`src/rtl/i2c_pkg.sv`:
```
// Shared I2C definitions: target FSM states, ACK/NACK bus levels and R/W encoding.
package i2c_pkg;

  typedef enum logic [2:0] {
    ST_IDLE,
    ST_ADDR,
    ST_ADDR_ACK,
    ST_PTR,
    ST_WR_DATA,
    ST_RD_DATA,
    ST_RD_ACK,
    ST_IGNORE
  } state_t;

  localparam logic I2C_ACK  = 1'b0;
  localparam logic I2C_NACK = 1'b1;
  localparam logic RW_READ  = 1'b1;

  // Open-drain: the only way to put a level on SDA is to pull it low.
  function automatic logic oe_for(logic level);
    return (level == 1'b0);
  endfunction

endpackage

```
`src/rtl/i2c_bus_sync.sv`:
```
// Brings SCL/SDA into the clk domain and flags SCL edges plus START/STOP conditions.
module i2c_bus_sync #(
  parameter int SYNC_STAGES = 2
) (
  input  logic clk,
  input  logic res,
  input  logic scl_i,
  input  logic sda_i,
  output logic scl_s,
  output logic sda_s,
  output logic scl_rise,
  output logic scl_fall,
  output logic start_det,
  output logic stop_det
);

  logic [SYNC_STAGES-1:0] scl_ff;
  logic [SYNC_STAGES-1:0] sda_ff;
  logic                   scl_d;
  logic                   sda_d;

  // Preset to the idle-bus level so leaving reset never looks like an edge.
  always_ff @(posedge clk or negedge res) begin
    if (!res) begin
      scl_ff <= '1;
      sda_ff <= '1;
      scl_d  <= 1'b1;
      sda_d  <= 1'b1;
    end else begin
      scl_ff <= {scl_ff[SYNC_STAGES-2:0], scl_i};
      sda_ff <= {sda_ff[SYNC_STAGES-2:0], sda_i};
      scl_d  <= scl_ff[SYNC_STAGES-1];
      sda_d  <= sda_ff[SYNC_STAGES-1];
    end
  end

  assign scl_s     = scl_ff[SYNC_STAGES-1];
  assign sda_s     = sda_ff[SYNC_STAGES-1];
  assign scl_rise  = scl_s & ~scl_d;
  assign scl_fall  = ~scl_s & scl_d;
  assign start_det = scl_s & sda_d & ~sda_s;
  assign stop_det  = scl_s & ~sda_d & sda_s;

endmodule

```
`src/rtl/i2c_target_regs.sv`:
```
// I2C target serving a small byte register bank; writes auto-increment the pointer,
// reads stream bank contents, SDA is driven only through an open-drain enable.
module i2c_target_regs
  import i2c_pkg::*;
#(
  parameter logic [6:0] TGT_ADDR    = 7'h42,
  parameter int         NREG        = 4,
  parameter int         SYNC_STAGES = 2
) (
  input  logic                    clk,
  input  logic                    res,
  input  logic                    scl_i,
  input  logic                    sda_i,
  output logic                    sda_oe,
  output logic [NREG*8-1:0]       regs,
  output logic                    wr_pulse,
  output logic [$clog2(NREG)-1:0] wr_index,
  output logic                    busy
);

  localparam int PW = $clog2(NREG);

  logic scl_s, sda_s, scl_rise, scl_fall, start_det, stop_det;
  logic rise_evt, fall_evt;

  state_t            state, state_n;
  logic [2:0]        bit_cnt, bit_cnt_n;
  logic [7:0]        shift, shift_n;
  logic [7:0]        rd_byte, rd_byte_n;
  logic [PW-1:0]     ptr, ptr_n;
  logic              byte_full, byte_full_n;
  logic              ack_phase, ack_phase_n;
  logic              busy_n, sda_oe_n, wr_pulse_n;
  logic [PW-1:0]     wr_index_n;
  logic [NREG*8-1:0] regs_n;
  logic [7:0]        cur_reg;

  i2c_bus_sync #(.SYNC_STAGES(SYNC_STAGES)) u_sync (
    .clk       (clk),
    .res       (res),
    .scl_i     (scl_i),
    .sda_i     (sda_i),
    .scl_s     (scl_s),
    .sda_s     (sda_s),
    .scl_rise  (scl_rise),
    .scl_fall  (scl_fall),
    .start_det (start_det),
    .stop_det  (stop_det)
  );

  assign rise_evt = scl_rise & scl_s;
  assign fall_evt = scl_fall & ~scl_s;
  assign cur_reg  = regs[{ptr, 3'b000} +: 8];

  always_ff @(posedge clk or negedge res) begin
    if (!res) begin
      state     <= ST_IDLE;
      bit_cnt   <= '0;
      shift     <= '0;
      rd_byte   <= '0;
      ptr       <= '0;
      byte_full <= 1'b0;
      ack_phase <= 1'b0;
      busy      <= 1'b0;
      sda_oe    <= 1'b0;
      regs      <= '0;
      wr_pulse  <= 1'b0;
      wr_index  <= '0;
    end else begin
      state     <= state_n;
      bit_cnt   <= bit_cnt_n;
      shift     <= shift_n;
      rd_byte   <= rd_byte_n;
      ptr       <= ptr_n;
      byte_full <= byte_full_n;
      ack_phase <= ack_phase_n;
      busy      <= busy_n;
      sda_oe    <= sda_oe_n;
      regs      <= regs_n;
      wr_pulse  <= wr_pulse_n;
      wr_index  <= wr_index_n;
    end
  end

  // byte_full marks "8 bits clocked in/out, act on the next SCL fall".
  always_comb begin
    state_n     = state;
    bit_cnt_n   = bit_cnt;
    shift_n     = shift;
    rd_byte_n   = rd_byte;
    ptr_n       = ptr;
    byte_full_n = byte_full;
    ack_phase_n = ack_phase;
    busy_n      = busy;
    sda_oe_n    = sda_oe;
    regs_n      = regs;
    wr_pulse_n  = 1'b0;
    wr_index_n  = wr_index;

    if (start_det) begin
      state_n     = ST_ADDR;
      bit_cnt_n   = '0;
      byte_full_n = 1'b0;
      ack_phase_n = 1'b0;
      sda_oe_n    = 1'b0;
    end else if (stop_det) begin
      state_n     = ST_IDLE;
      busy_n      = 1'b0;
      sda_oe_n    = 1'b0;
      byte_full_n = 1'b0;
      ack_phase_n = 1'b0;
    end else begin
      case (state)
        ST_ADDR, ST_PTR, ST_WR_DATA: begin
          if (rise_evt && !ack_phase) begin
            shift_n     = {shift[6:0], sda_s};
            bit_cnt_n   = bit_cnt + 3'd1;
            byte_full_n = (bit_cnt == 3'd7);
          end else if (fall_evt && ack_phase) begin
            ack_phase_n = 1'b0;
            sda_oe_n    = 1'b0;
            state_n     = ST_WR_DATA;
          end else if (fall_evt && byte_full) begin
            byte_full_n = 1'b0;
            if (state == ST_ADDR) begin
              if (shift[7:1] == TGT_ADDR) begin
                busy_n   = 1'b1;
                sda_oe_n = oe_for(I2C_ACK);
                state_n  = ST_ADDR_ACK;
              end else begin
                state_n  = ST_IGNORE;
              end
            end else begin
              ack_phase_n = 1'b1;
              sda_oe_n    = oe_for(I2C_ACK);
              if (state == ST_PTR) begin
                ptr_n = shift[PW-1:0];
              end else begin
                regs_n[{ptr, 3'b000} +: 8] = shift;
                wr_pulse_n = 1'b1;
                wr_index_n = ptr;
                ptr_n      = ptr + PW'(1);
              end
            end
          end
        end
        ST_ADDR_ACK: begin
          if (fall_evt) begin
            bit_cnt_n = '0;
            if (shift[0] == RW_READ) begin
              state_n   = ST_RD_DATA;
              rd_byte_n = cur_reg;
              sda_oe_n  = oe_for(cur_reg[7]);
            end else begin
              state_n   = ST_PTR;
              sda_oe_n  = 1'b0;
            end
          end
        end
        ST_RD_DATA: begin
          if (rise_evt) begin
            bit_cnt_n   = bit_cnt + 3'd1;
            byte_full_n = (bit_cnt == 3'd7);
          end else if (fall_evt) begin
            if (byte_full) begin
              byte_full_n = 1'b0;
              sda_oe_n    = 1'b0;
              state_n     = ST_RD_ACK;
            end else begin
              sda_oe_n = oe_for(rd_byte[3'd7 - bit_cnt]);
            end
          end
        end
        ST_RD_ACK: begin
          if (rise_evt) begin
            if (sda_s == I2C_NACK) begin
              state_n = ST_IGNORE;
            end else begin
              ptr_n       = ptr + PW'(1);
              byte_full_n = 1'b1;
            end
          end else if (fall_evt && byte_full) begin
            byte_full_n = 1'b0;
            bit_cnt_n   = '0;
            state_n     = ST_RD_DATA;
            rd_byte_n   = cur_reg;
            sda_oe_n    = oe_for(cur_reg[7]);
          end
        end
        default: begin
          sda_oe_n = 1'b0;
        end
      endcase
    end
  end

endmodule

```
`config.mk`:
```
export PLATFORM = sky130hd
export DESIGN_NAME = i2c_target_regs
export DESIGN_NICKNAME = d
export VERILOG_FILES = /design/src/rtl/i2c_pkg.sv /design/src/rtl/i2c_bus_sync.sv /design/src/rtl/i2c_target_regs.sv
export SDC_FILE = /design/constraint.sdc
export NUM_CORES = 1
export LEC_CHECK = 0
export ABC_AREA = 0
export CAP_MARGIN = 40
export CORE_ASPECT_RATIO = 0.8
export CORE_MARGIN = 3
export CORE_UTILIZATION = 60
export CTS_BUF_LIST = sky130_fd_sc_hd__clkbuf_4
export CTS_CLUSTER_SIZE = 30
export DETAILED_ROUTE_END_ITERATION = 16
export GPL_TIMING_DRIVEN = 1
export PLACE_DENSITY_LB_ADDON = 0.25
export RECOVER_POWER = 25
export SLEW_MARGIN = 10
export SYNTH_ARGS = -nofsm -noshare
export SYNTH_HDL_FRONTEND = slang
export SYNTH_HIERARCHICAL = 1
export SYNTH_SLANG_ARGS = --single-unit
```
`constraint.sdc`:
```
create_clock -name clk -period 4.7 [get_ports clk]
set_clock_uncertainty 0.2 [all_clocks]
set_input_delay 0.47 -clock clk [delete_from_list [all_inputs] [get_ports clk]]
set_output_delay 0.47 -clock clk [all_outputs]
set_load 0.1 [all_outputs]
```
== Yosys cells after proc, flatten, opt, wreduce, memory -nomap -nowiden ==
Index checks and enable logic that the tools add are counted.

* Flip-flop bits (word level): 69
* Input bits: 4
* Output and inout bits: 37
* Logic and storage cells: 199

* Add/subtract/negate cells: 4
* Order comparisons: 1
* Equality and inequality tests: 43
* Shift-type cells: 3
* Multiplexer cells: 86
* Bitwise logic cells: 20
* Reductions and logical operators: 26

{| class="wikitable"
|+ Operator list
! kind !! number
|-
| 3-bit 2-to-1 mux || 22
|-
| 1-bit 2-to-1 mux || 45
|-
| 32-bit bitwise mux || 1
|-
| 8-bit 2-to-1 mux || 4
|-
| 4-bit != test (second input constant) || 8
|-
| 8-bit by 7-bit variable shift with 32-bit output (first input constant) || 1
|-
| 32-bit by 6-bit variable part select with 8-bit output || 1
|-
| 8-bit by 7-bit variable part select with 32-bit output || 1
|-
| 5-bit != test (second input constant) || 6
|-
| 2-bit != test (second input constant) || 13
|-
| 3-bit case mux with 4 select lines || 2
|-
| 7-bit AND reduction || 3
|-
| 3-bit != test (second input constant) || 6
|-
| 8-bit case mux with 2 select lines || 1
|-
| 8-bit AND reduction || 2
|-
| 2-bit 2-to-1 mux || 7
|-
| 3-bit equality test (second input constant) || 4
|-
| 1-bit inverter || 12
|-
| 4-bit AND reduction || 3
|-
| 2-bit nonzero test || 6
|-
| 10-bit AND reduction || 1
|-
| 5-bit nonzero test || 2
|-
| 9-bit AND reduction || 1
|-
| 1-bit AND || 8
|-
| other kinds (20) || 23
|}

== Logic depth before layout (Yosys ltp) ==
Gate-level depths: netlist of run 1.

* Depth after elaboration: 10
* Gate-level depth with buffers: 8
* Depth with buffers taken out: 6

== Modules after synthesis ==
The synthesis of run 1 kept the hierarchy.

{| class="wikitable"
|+ Modules (own cells, without submodules)
! module !! times used !! cells each !! area an instance (µm²) !! seq. area each (µm²)
|-
| i2c_target_regs || 1 || 334 || 3,355.7 || 1,576.5
|-
| i2c_bus_sync || 1 || 10 || 190.2 || 157.7
|}

== Worst setup path after synthesis of run 1 ==
OpenSTA, ideal clock, no wires.

* Path kind: flip-flop to flip-flop
* Start: register ptr[0]
* End: register regs[10]
* Library setup time: 0.083 ns
* Data arrival time: 1.985 ns
* Data required time: 4.417 ns
* Slack: 2.432 ns
* Stages on the path, launching flop included: 8
* Buffers on the path: 2
* Clock period less this slack: 2.268 ns
* Cells stage by stage: dfrtp_1 buf_2 buf_2 inv_1 ha_1 nor3b_1 nand2_1 o21ai_0

* Cells in the longest elaborated chain, start to end: 3
* Elaborated cells on any way between the ends: 4
* Classes of those cells: 1 x add/sub; 2 x shift; 1 x mux

{| class="wikitable"
|+ RTL lines
! element !! line !! source
|-
| from (decl) || i2c_target_regs.sv:30 || <nowiki>logic [PW-1:0] ptr, ptr_n;</nowiki>
|-
| from (signal assigned) || i2c_target_regs.sv:74 || <nowiki>ptr <= ptr_n;</nowiki>
|-
| 5-bit negation with 7-bit output * || i2c_target_regs.sv:139 || <nowiki>regs_n[{ptr, 3'b000} +: 8] = shift;</nowiki>
|-
| 8-bit by 7-bit variable part select with 32-bit output / 8-bit by 7-bit variable shift with 32-bit output (equally long branches) || i2c_target_regs.sv:139 ||
|-
| 32-bit bitwise mux * || i2c_target_regs.sv:139 ||
|-
| to (signal assigned) || i2c_target_regs.sv:79 || <nowiki>regs <= regs_n;</nowiki>
|-
| to (decl) || i2c_target_regs.sv:15 || <nowiki>output logic [NREG*8-1:0] regs,</nowiki>
|}

Every way passes the cells marked *; elsewhere a longest branch is shown, timed or not.
A chain may end at the register's enable or synchronous reset.

== Worst setup path in the final report of run 1 ==
* Start: register state[2]
* End: register regs[4]

* Cells in the longest elaborated chain, start to end: 3
* Elaborated cells on any way between the ends: 7
* Classes of those cells: 3 x eq/ne; 2 x bitwise; 2 x reduce/logical

{| class="wikitable"
|+ RTL lines
! element !! line !! source
|-
| from (decl) || i2c_target_regs.sv:26 || <nowiki>state_t state, state_n;</nowiki>
|-
| from (signal assigned) || i2c_target_regs.sv:70 || <nowiki>state <= state_n;</nowiki>
|-
| 3-bit by 1-bit equality test with 1-bit output, or another cell as far along || i2c_target_regs.sv:113, i2c_target_regs.sv:125 ||
|-
| 3-bit OR reduction / 1-bit inverter (equally long branches) || -- ||
|-
| 8-bit AND reduction (no line) * || -- ||
|}

Marks and branches as above.

==> results of run 1 <==
## area by class of cell
type	instances	area share [%]
clock inverter	4	1.039
inverter	5	0.3996
sequential	69	36.92
multi-input combinational	253	36.55
tap	78	2.078
clock buffer	12	1.918
timing repair buffer	82	21.10
## registers in the layout, summed over array words and instances, names as in the netlist, 2 cells and up
register	flops
regs	32
bit_cnt	3
u_sync/sda_ff	2
u_sync/scl_ff	2
wr_index	2
ptr	2
rd_byte	8
shift	8
state	3
## path summary, 6_finish.rpt
| check | from | endpoint | slack [ps] | cells after the start |
|---|---|---|---|---|
| min in group clk | u_sync/scl_ff[0] | u_sync/scl_ff[1] | 170 | 0 |
| worst max-delay path | state[2] | regs[4] | 1830 | 4 |
| max in group asynchronous | res | wr_pulse | 3690 | 2 |
| worst max register to register | state[2] | regs[4] | 1830 | 4 |
| worst min-delay path | res | regs[2] | 10 | 2 |
| worst min register to register | u_sync/scl_ff[0] | u_sync/scl_ff[1] | 170 | 0 |
## per-stage QoR
step	utilization, %	hold slack (ps)	power (mW)	instances
floorplan	-	-25.59	1.168	344
global placement	71.08	145.6	1.285	446
detailed placement	81.52	149.3	1.335	486
CTS	84.01	41.01	1.723	502
global route	84.10	60.24	1.825	503
finish	84.10	14.60	1.740	503
## cell families (layout without fill, tap and decap cells)
kind of cell	count (synthesis)	in the layout	share of synthesized area, %
simple gates	131	131	18.03
compound gates	78	78	13.16
flops	69	69	48.91
mux	37	37	14.75
buf+inv	22	103	2.682
fa+ha+maj	7	7	2.470
## worst max-delay path, delay by kind of cell (launching register included)
family           cells  cell delay (ps)
AO/OA/AOI/OAI        2              840
flip-flops           1              790
AND/OR/NAND/NOR      2              930
## placed cells by master (no fill, tap or decap), types with 6 or more instances in the layout
master and instances:
a21oi_1 15, mux4_2 10, ha_1 7, mux2_2 22
nor2b_1 6, dfrtp_1 63, nor2_1 7, clkbuf_4 12
o21ai_1 8, buf_8 36, clkdlybuf4s50_1 37, nand2_1 76
o21ai_0 33
## power breakdown
| part | switching, mW | internal (mW) |
|---|---|---|
| logic | 0.310 | 0.237 |
| clock network | 0.216 | 0.180 |
| registers | 0.154 | 0.644 |
## metal layers
layer  track usage [%]  routed length (um)
met1             43.03                4112
met2             52.75                4990
met3             8.791                1023
met4             14.17                 338
met5                 0                   0
==> impl_metrics.ini, run 1 <==
[run_status]
status = finished, final reports clean

[placement]
place_ws_ps = 1749
port_buffers = 40
gp_congestion = 0.9263
dp_hpwl_um = 7577
place_area_mm2 = 0.004553

[worst_setup_path]
arrival_ps = 2980
crit_fanout = 23
cp-end-kind = register
required_ps = 4810
cpMaxStageDelayCell = dfrtp_1
max_stage_delay_ps = 790
start_kind = register
cp_cell_sequence = or3b_1 > a211oi_2 > nand3_1 > o21ai_0
setup.worst_path.class = reg2reg

[clock_tree]
cts_hold_buf = 0
cts-htree-levels = 3
cts_tree = done
cts_made_buffers = 9
clock_path_buffers = 2
clock_latency_ps = 430
clockRootBuffer = clkbuf_4
clkTransAtPathRegs_ps = 110
cts_num_sinks = 69
ctsResizeCount = 0
cts_setup_buffers = 0

[sta]
setup_ws_ps = 1828
slew_viol_final = 0
rsz0062_at_grt = false
worst_slew_pin_slew_ps = 859.1
fmax_mhz = 348.2
final-hold-violation-count = 0
setup_violations = 0
tns_ps = 0
min_period_ps = 2872
slew_headroom_pct = 42.73
period_share_pct = 61.11

[yosys]
synth_area_leaders = dfrtp_1, nand2_1, mux2_2, mux4_2, o21ai_0
ys.flop_type = dfrtp_1
synth_most_common_cell = nand2_1
synthTopCellsByCount = nand2_1, dfrtp_1, o21ai_0
yosys.area.top_type_share_pct = 44.46
synth_nets = 355
async_flop_share_pct = 100.0
synth_cells = 344
synth_seq_cells = 69
synthDistinctLibCells = 47
synthesis.area_mm2 = 0.003546
avgSynthCellArea_um2 = 10.31
yosysWarnings = 6
synth.yosys.seq_area_share_pct = 48.91
synth-edff-count = 0
yosysTopAreaCell = dfrtp_1

[die]
die_h_um = 74.76
rows = 24
core_area_mm2 = 0.005585
io_pins = 41
die_area_mm2 = 0.006874
die_width_um = 91.95
initial_core_util_pct = 63.49

[worst_hold_path]
hp-class = in2async

[route]
via_per_inst = 6.286
first_pass_iters = 5
wirelength_um = 10460
final_antenna_net_count = 0
initialDrtViolationCount = 422
wl_per_cell_um = 20.80
drc = 0
vias = 3162

[cells_and_area]
regArea_mm2 = 0.001734
multiInputGateArea_mm2 = 0.001717
final_nets = 431
diodes = 0
final_area_mm2 = 0.004697
area_delta_synth_final_pct = 32.46
fillCellCount = 323
drive_gt1_share_pct = 23.53

[run]
drv_cap = 0

[pwr]
ir_drop_uv = 335.8
p_per_area_mw_per_mm2 = 370.4
p_leak_nw = 1.995

[global_route]
grt_usage_pct = 32.83
grt_pass1_vias = 3098
antenna_found_initial = 0
grt_pass1_wl_um = 16700
grt_max_degree = 70
gr-total-overflow = 0
Power figures use the tool's default switching activity.
==> run 2: changes to the inputs <==
Settings changed: CORE_UTILIZATION 60 to 58.
Clock period 4.7 ns to 2.7 ns, I/O delays scaled along.
==> impl_metrics.ini, run 2 (synthesis gave the netlist of run 1 again) <==
[placement]
place_area_mm2 = 0.004025
dp_hpwl_um = 6661
place_ws_ps = 126.9
port_buffers = 40
gp_congestion = 0.9935

[worst_setup_path]
setup.worst_path.class = reg2reg
max_stage_delay_ps = 690
ff2ff_path_depth = 6
start_kind = register
rr_startpoint = u_sync/scl_ff[1]
cp-end-kind = register
cpMaxStageDelayCell = dfstp_2
crit_fanout = 16
required_ps = 2810
arrival_ps = 2680
cp_cell_sequence = and2b_2 > nand2_1 > or4_1 > o221ai_1 > a21oi_1 > mux2_2
crit_start = u_sync/scl_ff[1]

[cells_and_area]
drive_gt1_share_pct = 28.78
biggestRegsByFlops = regs: 32 flops, rd_byte: 8 flops, shift: 8 flops
regMostFlops = regs
utilization_pct = 73.92
area_delta_synth_final_pct = 18.31
largest_reg_flops = 32
final_common_cell = nand2_1
final_area_mm2 = 0.004195
diodes = 0
mostFrequentLayoutCells = nand2_1, dfrtp_1, buf_4
final_nets = 409

[worst_hold_path]
min_from = u_sync/scl_ff[0]
hp-class = reg2reg
holdPathStages = 0

[route]
wl_per_cell_um = 18.77
final_antenna_net_count = 0
via_per_inst = 6.177
drc = 0
initialDrtViolationCount = 441
first_pass_iters = 7
vias = 2971
wirelength_um = 9027

[pwr]
ir_drop_uv = 525.9
p_per_area_mw_per_mm2 = 752.1
p_leak_nw = 1.882

[sta]
tns_ps = 0
setup_ws_ps = 130.7
slew_headroom_pct = 10.04
rsz0062_at_grt = false
min_period_ps = 2569
slew_viol_final = 0
setup_violations = 0
fmax_mhz = 389.2
period_share_pct = 95.16
worst_slew_pin_slew_ps = 1349
final-hold-violation-count = 0

[die]
die_width_um = 93.42
core_area_mm2 = 0.005675
io_pins = 41
die_area_mm2 = 0.007094
rows = 24
initial_core_util_pct = 62.48
die_h_um = 75.94

[clock_tree]
clock_latency_ps = 420
cts-htree-levels = 3
clkTransAtPathRegs_ps = 110
cts_num_sinks = 69
cts_made_buffers = 9
clockRootBuffer = clkbuf_4
cts_setup_buffers = 0
clock_path_buffers = 2
cts_tree = done

[global_route]
grt_pass1_wl_um = 14700
grt_pass1_vias = 2819
antenna_found_initial = 0
grt_usage_pct = 27.09
grt_max_degree = 45
gr-total-overflow = 0

[run_status]
status = finished, final reports clean

[run]
drv_cap = 0
-- run 2: path summary, 6_finish.rpt --
| path | end | slack [ps] |
|---|---|---|
| max in group asynchronous | u_sync/sda_d | 470 |
| worst min-delay path | u_sync/scl_ff[1] | 150 |
| worst max-delay path | state[2] | 130 |
| min in group asynchronous | regs[13] | 470 |
| worst max register to register | state[2] | 130 |
| worst min register to register | u_sync/scl_ff[1] | 150 |
-- run 2: per-layer routing --
layer | global-route usage [%] | vias up | wire (um) | part of all wire [%]
li1 | - | 1343 | - | -
met1 | 41.17 | 1430 | 3873 | 43
met2 | 36.47 | 168 | 3917 | 43
met3 | 8.218 | 30 | 1063 | 12
met4 | 9.956 | 0 | 173 | 1.9
met5 | 0 | - | 0 | 0
-- run 2: critical path, delay by kind of cell, from the launching register on --
family,cells,cell delay (ps)
flip-flops,1,690
AO/OA/AOI/OAI,2,260
multiplexers,1,320
AND/OR/NAND/NOR,3,970
-- run 2: stage by stage --
stage,power [mW],std cells,hold WS (ps)
finish,3.155,481,153.7
global route,3.319,481,159.2
CTS,3.137,481,37.08
detailed placement,2.382,464,105.7
global placement,2.377,464,93.62
floorplan,2.033,344,-225.6
-- run 2: power breakdown --
part           internal (mW)  leakage, nW  switching, mW  total [mW]
Combinational          0.452        0.867          0.658        1.11
Sequential              1.12        0.924          0.171        1.29
Clock                  0.386       0.0903          0.365       0.751
Total                   1.96         1.88           1.19        3.16
-- run 2: final cells by class --
class / instances / area [um^2]
fillers: 390 / 1480
clock inverters: 6 / 87.58
inverters: 5 / 18.77
multi-input cells: 253 / 1728
well taps: 78 / 97.59
flip-flops and latches: 69 / 1734
repair buffers: 60 / 454.2
clock buffers: 10 / 75.07
-- run 2: timing repair --
item,4_1_cts,5_1_grt
hold buffers,1,0
hold endpoints to repair,25,0
resized for setup,0,2
endpoints found under the setup margin,0,10
==> run 3: changes to the inputs <==
Settings changed: SETUP_SLACK_MARGIN set to 0.05.
==> results of run 3 <==
Final layout, timing and power as in run 2 (identical DEF).
